$ cat src/rtl/micro_itlb_pkg.sv
// Shared types and field widths for the micro ITLB and its entry slices.
package micro_itlb_pkg;

  typedef enum logic [1:0] {
    ST_IDLE   = 2'd0,
    ST_LOOKUP = 2'd1,
    ST_WALK   = 2'd2
  } state_e;

  localparam int TAG_W   = 20;
  localparam int MASK_W  = 16;
  localparam int PPAGE_W = 20;

  localparam logic [2:0] UNCACHED = 3'b010;

  // Clears the page-number bits covered by a page mask (mask spans bits 27:12).
  function automatic logic [19:0] mask_page(input logic [19:0] page, input logic [MASK_W-1:0] mask);
    return page & ~{4'h0, mask};
  endfunction

endpackage

$ cat src/rtl/micro_itlb_entry.sv
// One micro-ITLB entry: stores a translation and matches it against vaddr.
// Hit/paddr are combinational from the stored fields; writes and flush land on the next edge.
module micro_itlb_entry
  import micro_itlb_pkg::*;
(
  input  logic               clk,
  input  logic               rst,
  input  logic               flush,
  input  logic               wr_en,
  input  logic [TAG_W-1:0]   wr_tag,
  input  logic [MASK_W-1:0]  wr_mask,
  input  logic [PPAGE_W-1:0] wr_ppage,
  input  logic [2:0]         wr_cache,
  input  logic               wr_io,
  input  logic [31:0]        vaddr,
  output logic               hit,
  output logic [31:0]        paddr,
  output logic [2:0]         cache,
  output logic               io
);

  logic               valid_q, valid_d;
  logic [TAG_W-1:0]   tag_q, tag_d;
  logic [MASK_W-1:0]  mask_q, mask_d;
  logic [PPAGE_W-1:0] ppage_q, ppage_d;
  logic [2:0]         cache_q, cache_d;
  logic               io_q, io_d;

  always_comb begin
    valid_d = valid_q;
    tag_d   = tag_q;
    mask_d  = mask_q;
    ppage_d = ppage_q;
    cache_d = cache_q;
    io_d    = io_q;
    if (flush) begin
      valid_d = 1'b0;
    end else if (wr_en) begin
      valid_d = 1'b1;
      tag_d   = wr_tag;
      mask_d  = wr_mask;
      ppage_d = wr_ppage;
      cache_d = wr_cache;
      io_d    = wr_io;
    end
  end

  always_ff @(posedge clk or negedge rst) begin
    if (!rst) begin
      valid_q <= 1'b0;
      tag_q   <= '0;
      mask_q  <= '0;
      ppage_q <= '0;
      cache_q <= UNCACHED;
      io_q    <= 1'b0;
    end else begin
      valid_q <= valid_d;
      tag_q   <= tag_d;
      mask_q  <= mask_d;
      ppage_q <= ppage_d;
      cache_q <= cache_d;
      io_q    <= io_d;
    end
  end

  assign hit   = valid_q && (mask_page(vaddr[31:12], mask_q) == tag_q);
  // Masked page bits pass through from the virtual address.
  assign paddr = {ppage_q[19:16], (ppage_q[15:0] & ~mask_q) | (vaddr[27:12] & mask_q), vaddr[11:0]};
  assign cache = cache_q;
  assign io    = io_q;

endmodule

$ cat src/rtl/micro_itlb.sv
// Fully-associative fetch translation cache in front of the main TLB; hit latency 1, miss latency 2.
// ready drops while a miss walks; responses are pulses the consumer always takes. Optional MICRO_ITLB_STATS_EN adds hit/miss counters.
module micro_itlb
  import micro_itlb_pkg::*;
#(
  parameter  int ENTRIES = 4,
  localparam int IDX_W   = $clog2(ENTRIES)
) (
  input  logic        clk,
  input  logic        rst,
  input  logic        req,
  input  logic [31:0] vaddr,
  output logic        ready,
  output logic        resp_valid,
  output logic [31:0] resp_paddr,
  output logic [2:0]  resp_cache,
  output logic        resp_io,
  output logic        resp_miss,
  output logic        resp_invalid,
  input  logic        flush,
  output logic [31:0] tlb_vaddr,
  input  logic [31:0] tlb_paddr,
  input  logic        tlb_miss,
  input  logic        tlb_invalid,
  input  logic [2:0]  tlb_cache,
  input  logic        tlb_io,
  input  logic [15:0] tlb_pagemask
`ifdef MICRO_ITLB_STATS_EN
  ,
  output logic [31:0] hit_count,
  output logic [31:0] miss_count
`endif
);

  state_e             state_q, state_d;
  logic [31:0]        vreg_q, vreg_d;
  logic [IDX_W-1:0]   rptr_q, rptr_d;

  logic [ENTRIES-1:0] hit_vec;
  logic [31:0]        ent_paddr [ENTRIES];
  logic [2:0]         ent_cache [ENTRIES];
  logic               ent_io    [ENTRIES];

  logic               sel_hit;
  logic [31:0]        sel_paddr;
  logic [2:0]         sel_cache;
  logic               sel_io;
  logic               lookup_hit;
  logic               refill;
  logic [TAG_W-1:0]   wr_tag;
  logic [PPAGE_W-1:0] wr_ppage;

  assign lookup_hit = (state_q == ST_LOOKUP) && sel_hit && !flush;
  assign refill     = (state_q == ST_WALK) && !tlb_miss && !tlb_invalid && !flush;
  assign wr_tag     = mask_page(vreg_q[31:12], tlb_pagemask);
  assign wr_ppage   = mask_page(tlb_paddr[31:12], tlb_pagemask);
  assign tlb_vaddr  = vreg_q;

  for (genvar i = 0; i < ENTRIES; i++) begin : g_entry
    micro_itlb_entry u_entry (
      .clk      (clk),
      .rst      (rst),
      .flush    (flush),
      .wr_en    (refill && (rptr_q == IDX_W'(i))),
      .wr_tag   (wr_tag),
      .wr_mask  (tlb_pagemask),
      .wr_ppage (wr_ppage),
      .wr_cache (tlb_cache),
      .wr_io    (tlb_io),
      .vaddr    (vreg_q),
      .hit      (hit_vec[i]),
      .paddr    (ent_paddr[i]),
      .cache    (ent_cache[i]),
      .io       (ent_io[i])
    );
  end

  // Walk from the top so the lowest matching index ends up selected.
  always_comb begin
    sel_hit   = 1'b0;
    sel_paddr = '0;
    sel_cache = '0;
    sel_io    = 1'b0;
    for (int i = ENTRIES - 1; i >= 0; i--) begin
      if (hit_vec[i]) begin
        sel_hit   = 1'b1;
        sel_paddr = ent_paddr[i];
        sel_cache = ent_cache[i];
        sel_io    = ent_io[i];
      end
    end
  end

  always_comb begin
    state_d      = state_q;
    vreg_d       = vreg_q;
    rptr_d       = rptr_q;
    ready        = 1'b0;
    resp_valid   = 1'b0;
    resp_paddr   = '0;
    resp_cache   = '0;
    resp_io      = 1'b0;
    resp_miss    = 1'b0;
    resp_invalid = 1'b0;
    case (state_q)
      ST_IDLE: begin
        ready = 1'b1;
        if (req) begin
          vreg_d  = vaddr;
          state_d = ST_LOOKUP;
        end
      end
      ST_LOOKUP: begin
        if (lookup_hit) begin
          resp_valid = 1'b1;
          resp_paddr = sel_paddr;
          resp_cache = sel_cache;
          resp_io    = sel_io;
          ready      = 1'b1;
          if (req) begin
            vreg_d  = vaddr;
            state_d = ST_LOOKUP;
          end else begin
            state_d = ST_IDLE;
          end
        end else begin
          state_d = ST_WALK;
        end
      end
      ST_WALK: begin
        resp_valid   = 1'b1;
        resp_paddr   = tlb_paddr;
        resp_cache   = tlb_cache;
        resp_io      = tlb_io;
        resp_miss    = tlb_miss;
        resp_invalid = tlb_invalid;
        if (refill) begin
          rptr_d = rptr_q + 1'b1;
        end
        state_d = ST_IDLE;
      end
      default: state_d = ST_IDLE;
    endcase
  end

  always_ff @(posedge clk or negedge rst) begin
    if (!rst) begin
      state_q <= ST_IDLE;
      vreg_q  <= '0;
      rptr_q  <= '0;
    end else begin
      state_q <= state_d;
      vreg_q  <= vreg_d;
      rptr_q  <= rptr_d;
    end
  end

`ifdef MICRO_ITLB_STATS_EN
  logic [31:0] hit_cnt_q, hit_cnt_d;
  logic [31:0] miss_cnt_q, miss_cnt_d;

  always_comb begin
    hit_cnt_d  = hit_cnt_q;
    miss_cnt_d = miss_cnt_q;
    if (lookup_hit && (hit_cnt_q != '1)) begin
      hit_cnt_d = hit_cnt_q + 32'd1;
    end
    if ((state_q == ST_LOOKUP) && !lookup_hit && (miss_cnt_q != '1)) begin
      miss_cnt_d = miss_cnt_q + 32'd1;
    end
  end

  always_ff @(posedge clk or negedge rst) begin
    if (!rst) begin
      hit_cnt_q  <= '0;
      miss_cnt_q <= '0;
    end else begin
      hit_cnt_q  <= hit_cnt_d;
      miss_cnt_q <= miss_cnt_d;
    end
  end

  assign hit_count  = hit_cnt_q;
  assign miss_count = miss_cnt_q;
`endif

endmodule

$ cat config.mk
export PLATFORM = sky130hd
export DESIGN_NAME = micro_itlb
export DESIGN_NICKNAME = d
export VERILOG_FILES = /design/src/rtl/micro_itlb_pkg.sv /design/src/rtl/micro_itlb_entry.sv /design/src/rtl/micro_itlb.sv
export SDC_FILE = /design/constraint.sdc
export NUM_CORES = 1
export LEC_CHECK = 0
export CORE_MARGIN = 10
export CORE_UTILIZATION = 52
export CTS_CLUSTER_DIAMETER = 40
export DETAILED_ROUTE_END_ITERATION = 6
export PLACE_DENSITY = 0.79
export RECOVER_POWER = 50
export SYNTH_ARGS = -nofsm -noshare
export SYNTH_HDL_FRONTEND = slang
export SYNTH_HIERARCHICAL = 1
export SYNTH_SLANG_ARGS = --single-unit
$ cat constraint.sdc
create_clock -name clk -period 3 [get_ports clk]
set_input_delay 0.6 -clock clk [delete_from_list [all_inputs] [get_ports clk]]
set_output_delay 0.6 -clock clk [all_outputs]
set_load 0.005 [all_outputs]
==> results.toml, run 1 <==
[yosys]
yosys.area.top_type_share = 0.460
yosys.area.top_type = "dfrtp_1"
synth_area_leaders = "dfrtp_1 (46%), mux2_2 (23%), xnor2_1 (4.0%)"
yosys_register_bits = 280
ys.warnings.count = 6
async_flop_share = 1.00
synthesis.area_um2 = 15000
postSynthAreaPerCell_um2 = 12.0
syn_nets = 1351
synth.distinct_cells = 38
synth.most_common_cell = "mux2_2"
netlist_top_cells_count = "mux2_2 (306), dfrtp_1 (276), nor2b_1 (92)"
netlist_instances = 1254
synthFlopType = "dfrtp_1"
seq_area_frac_synth = 0.467
synth_edf_count = 0

[clocking]
ctsRootBufferMaster = "clkbuf_16"
clockBufferDepth = 3
clk_latency_ps = 530
cts_tree = "yes"
hold_buffers = 0
cts_buffers = 40
cts.sinks = 280
clkTransAtPathRegs_ps = 60
htree_levels = 2

[grt]
overflow = 0
grt_usage = 0.225
antenna_found_initial = 1
grt_pass1_wl_um = 65200
first_global_vias = 11900
grt_max_degree = 76

[worst_hold_path]
hp-start = "g_entry[0].u_entry/ppage_q[10]"
whs_path_depth = 1
hold_path.class = "reg2reg"

[timing]
setup_ws_ps = -1160
rsz0062_at_grt = "yes"
setup_viol = 39
max_slew_margin = -0.147
finalHoldViolations = 0
tightest_slew_ps = 1720
skew_ps = 8.56
finalCritPeriodShare = 1.39
finalSetupTns_ps = -38920
finalCriticalPeriod_ps = 4160
worst_hold_slack_ps = 500
clock.fmax_mhz = 241
drv_slew = 65

[cells_and_area]
drive_gt1_frac = 0.481
final_nets = 1623
final_area_um2 = 20200
syn_to_final_growth_pct = 34.4

[die]
core_area_um2 = 28600
die_w_um = 190
io_pins = 162
die_area_um2 = 36100
rows = 62
die_y_um = 190
initial_core_util = 0.525

[placement]
hpwl_um = 27400
postPlaceCellArea_um2 = 17900
portBuffers = 161
place.gp.congestion = 0.823
preCtsSetupSlack_ps = -1400

[critical_path]
rrSetupSlack_ps = 0
crit_start = "tlb_vaddr[13]"
crit_required_ps = 2400
end_kind = "output pin"
setup.worst_path.class = "reg2out"
crit_arrival_ps = 3560
rr_startpoint = "tlb_vaddr[13]"
startpoint_type = "flop"
ff2ff_path_depth = 14
worstPathMaxFanout = 5
r2r_end = "tlb_vaddr[19]"
crit_end = "resp_paddr[16]"

[power]
finalPower_uw = 16000
power.density_nw_per_um2 = 793
peakVddDrop_mv = 0.536
p_leak_uw = 0.00937

[routing]
firstDrtPassIters = 5
drc_errors = 0
ant_nets = 0
vias_per_cell = 5.54
post_drt_wl_per_cell_um = 21.5
vias = 10800
drt_wl_total_um = 41700
dr.first_iter.drc_count = 602

[outcome]
violations = "capacitance limit, slew limit, setup timing"
status = "complete, but fails checks"

[flow_run]
cap_violations = 1
## critical path, stage by stage, from the launching register on
cell     delay (ps)
dfrtp_1         350
buf_6           110
buf_6            80
or2b_4          260
xnor2_2         140
nor4_2          260
buf_4           190
nand3_4          80
nor3_4          290
nor4_4          100
nor2_2          170
nand3_4         150
buf_8           190
buf_8           120
buf_6           120
o31ai_4         240
buf_2           150
## report_power, final
part,total (µW),internal [µW],switching (µW),leakage (µW)
sequential,5340,4630,707,0.00378
clock,4950,3130,1820,0.000676
combinational,5720,3310,2410,0.00491
total,16000,11100,4940,0.00937
## sequential cells by signal, indices dropped and copies added (netlist names)
name	count
g_entry.u_entry/ppage_q	80
g_entry.u_entry/tag_q	80
g_entry.u_entry/mask_q	64
tlb_vaddr	32
g_entry.u_entry/cache	12
g_entry.u_entry/io	4
g_entry.u_entry/valid_q	4
rptr_q	2
state_q	2
## layout make-up
type | instances | area [µm²]
fill | 1851 | 8430
inverter | 5 | 18.8
antenna | 1 | 2.50
clock inverter | 24 | 335
sequential | 280 | 7010
clock buffer | 48 | 1080
multi-input combinational | 840 | 7860
timing repair buffer | 359 | 3400
tap | 384 | 480
## stage by stage
stage	instances	utilization
after floorplan	1254	-
after global placement	1840	0.627
after detailed placement	1840	0.627
after CTS	1938	0.700
after global routing	1940	0.705
final	1941	0.705
## worst min-delay path by stage
stage / endpoint / slack, ps
detailed placement: g_entry[0].u_entry/ppage_q[14] / 490
CTS: g_entry[0].u_entry/tag_q[19] / 40
global route: g_entry[3].u_entry/ppage_q[14] / 510
finish: g_entry[0].u_entry/ppage_q[10] / 500
floorplan: g_entry[0].u_entry/cache[0] / 300
global placement: g_entry[2].u_entry/ppage_q[12] / 480
## cells in the final DEF (no fill, tap or decap), types with 5 or more instances in the layout
master and n:
xor2_1 12, o31ai_4 26, clkinvlp_4 5, dfrtp_1 275, clkdlybuf4s50_1 122, xnor2_2 10
buf_12 25, buf_4 137, buf_6 23, xnor2_1 59, nand2b_1 25, mux2_4 30
inv_1 5, clkbuf_16 43, o21ai_0 30, a21oi_2 25, clkbuf_1 7, nand4_1 8
nor2_1 10, nor2b_1 88, bufinv_16 6, ha_1 7, o21ai_1 7, buf_2 34
and2_1 7, nand2_1 74, nor3_1 8, or2b_4 8, buf_8 6, o31ai_2 7
a21oi_1 46, or2b_1 8, mux2_2 306
## logic make-up after synthesis
family	synth area share
mux	0.260
buf+inv	0.0579
fa+ha+maj	0.00583
compound gates	0.0604
flops	0.467
simple gates	0.102
xor+xnor	0.0472
## routing by layer
metal / vias up / track usage / wire length [µm]
li1: 4865 / - / -
met3: 76 / 0.0441 / 2300
met1: 5520 / 0.276 / 17300
met2: 300 / 0.391 / 21000
met4: 0 / 0.0675 / 1070
met5: - / 0 / 0
## what timing repair did
item,in CTS,in global routing
endpoints found under the setup margin,70,70
resized for setup,269,46
pin swaps,55,18
endpoints found under the hold margin,0,0
buffers inserted,32,6
gates cloned,3,1
No activity file was read; power rests on OpenSTA's default activity.
==> inputs of run 2 (changes only) <==
--- a/config.mk
+++ b/config.mk
@@ -5,10 +5,13 @@
 export SDC_FILE = /design/constraint.sdc
 export NUM_CORES = 1
 export LEC_CHECK = 0
+export CELL_PAD_IN_SITES_DETAIL_PLACEMENT = 0
+export CELL_PAD_IN_SITES_GLOBAL_PLACEMENT = 2
 export CORE_MARGIN = 10
-export CORE_UTILIZATION = 52
+export CORE_UTILIZATION = 35
 export CTS_CLUSTER_DIAMETER = 40
 export DETAILED_ROUTE_END_ITERATION = 6
+export MAX_ROUTING_LAYER = met4
 export PLACE_DENSITY = 0.79
 export RECOVER_POWER = 50
 export SYNTH_ARGS = -nofsm -noshare
==> run 2 against run 1 <==
The flow still finishes with violations (capacitance limit, slew limit, setup timing); via count down 2.2%; power up 3.0%; wire length up 4.7%; die area up 43%; global-route usage down 5.3 points; sequential share of layout area down 1.7 points; non-clock buffer count up 19; critical path type unchanged; critical endpoint is now resp_paddr[15]; largest cell class unchanged.
==> results.toml, run 2 (synthesis gave the netlist of run 1 again) <==
[timing]
finalCriticalPeriod_ps = 4100
drv_slew = 68
max_slew_margin = -0.192
finalCritPeriodShare = 1.37
tightest_slew_ps = 1790
rsz0062_at_grt = "yes"
skew_ps = 22.6
finalHoldViolations = 0
setup_ws_ps = -1100
setup_viol = 66
clock.fmax_mhz = 244

[power]
power.density_nw_per_um2 = 778
p_leak_uw = 0.00972
peakVddDrop_mv = 0.461

[cells_and_area]
drive_gt1_frac = 0.513
final_nets = 1650
syn_to_final_growth_pct = 41.3
utilization = 0.502
final_common_cell = "mux2_2"
final_cell_mix = "mux2_2 (306), dfrtp_1 (273), buf_4 (143)"
instances_no_fill = 2132
reg.largest.list = "g_entry.u_entry/ppage_q: 80 flops, g_entry.u_entry/tag_q: 80 flops, g_entry.u_entry/mask_q: 64 flops"

[routing]
post_drt_wl_per_cell_um = 20.5
vias = 10500
ant_nets = 0
drt_wl_total_um = 43700
vias_per_cell = 4.94
dr.first_iter.drc_count = 427
firstDrtPassIters = 4
drc_errors = 0

[placement]
hpwl_um = 27800
place.gp.congestion = 0.788
dp_cells = 1995
portBuffers = 161

[flow_run]
cap_violations = 1

[outcome]
status = "complete, but fails checks"
violations = "capacitance limit, slew limit, setup timing"

[clocking]
clockBufferDepth = 3
cts.sinks = 280
hold_buffers = 0
ctsRootBufferMaster = "clkbuf_16"
cts_buffers = 48
cts_tree = "yes"
htree_levels = 2
clk_latency_ps = 570
clkTransAtPathRegs_ps = 50

[critical_path]
crit_required_ps = 2400
startpoint_type = "flop"
r2r_end = "tlb_vaddr[18]"
crit_slowest_cell = "dfrtp_2"
end_kind = "output pin"
crit_arrival_ps = 3500
ff2ff_path_depth = 13
cp_cell_sequence = "or2b_4, xnor2_2, nor4_2, buf_4, nand3_4, nor3_4, buf_6, buf_8, buf_6, nor3b_4, buf_6, buf_12, buf_12, a21oi_4, o31ai_4, buf_2"
setup.worst_path.class = "reg2out"
crit_end = "resp_paddr[15]"
rr_startpoint = "tlb_vaddr[25]"
crit_start = "tlb_vaddr[25]"
worstPathMaxFanout = 8
cp_slowest_stage_delay_ps = 390
cpMostUsedCell = "buf_6"
rrSetupSlack_ps = -50

[grt]
grt_pass1_wl_um = 66900
grt_max_degree = 71
first_global_vias = 11400
grt_usage = 0.172
overflow = 0
antenna_found_initial = 1

[die]
die_y_um = 227
die_area_um2 = 51600
rows = 75
initial_core_util = 0.356
core_area_um2 = 42200
die_w_um = 227
io_pins = 162

[worst_hold_path]
whs_path_depth = 1
hold_path.class = "reg2reg"
run 2: cell count changes in the layout (fill, tap and decap cells not counted), sizes merged:
cell         delta
clkinvlp        +4
bufinv          -4
buf            +18
clkinv          +1
clkbuf         +11
inv             +6
bufbuf          +1
dlygate4sd2     -1
run 2: final cells by class:
type                    instances  area (µm²)
diodes                          1        2.50
fillers                      3727       21000
well taps                     539         674
multi-input cells             840        8170
clock buffers                  58        1300
clock inverters                31         292
flip-flops and latches        280        7020
inverters                       5        18.8
repair buffers                378        3750
run 2: worst max-delay path: cells and delay by family, from the launching register on:
family | cells | cell delay [ps]
buf+inv | 8 | 1130
flops | 1 | 390
compound gates | 2 | 280
simple gates | 5 | 980
xor+xnor | 1 | 150
run 2: where the power goes:
| part | switching (µW) | leakage [µW] | internal [µW] | total [µW] |
|---|---|---|---|---|
| Clock | 2050 | 0.000762 | 3310 | 5360 |
| Combinational | 2310 | 0.00518 | 3370 | 5680 |
| Sequential | 820 | 0.00378 | 4640 | 5460 |
| Total | 5180 | 0.00972 | 11300 | 16500 |
run 2: through the flow:
stage          total power (µW)  cell area [µm²]  hold slack (ps)  setup slack, ps  TNS [ps]
2_1_floorplan              8700            15000              304             5.43         0
3_3_place_gp              10700            18100              477            -1190    -66920
3_5_place_dp              10700            18100              492            -1180    -49200
4_1_cts                   16400            20700            0.996            -1090    -38780
5_1_grt                   17400            21200              513            -1210    -46490
6_report                  16500            21200              501            -1100    -39200
run 2: routing by layer:
layer	up-vias	part of all wire	global-route usage
met5	-	0	-
met4	0	0.015	0.0380
met3	49	0.046	0.0392
met2	170	0.49	0.276
met1	5374	0.45	0.217
li1	4930	-	-
run 2: timing repair:
item | CTS | global route
buffers inserted | 35 | 17
endpoints found under the setup margin | 70 | 71
gates resized for setup | 292 | 101
endpoints found under the hold margin | 0 | 0
pin swaps | 44 | 56
gates cloned | 6 | 3
run 2: how the worst min path moves through the flow:
stage / startpoint / end
after floorplan: rst / g_entry[0].u_entry/cache[0]
after global placement: g_entry[3].u_entry/valid_q / g_entry[3].u_entry/valid_q
after detailed placement: g_entry[0].u_entry/ppage_q[11] / g_entry[0].u_entry/ppage_q[11]
after CTS: rst / g_entry[0].u_entry/ppage_q[15]
after global routing: g_entry[1].u_entry/ppage_q[2] / g_entry[1].u_entry/ppage_q[2]
final: g_entry[1].u_entry/ppage_q[11] / g_entry[1].u_entry/ppage_q[11]
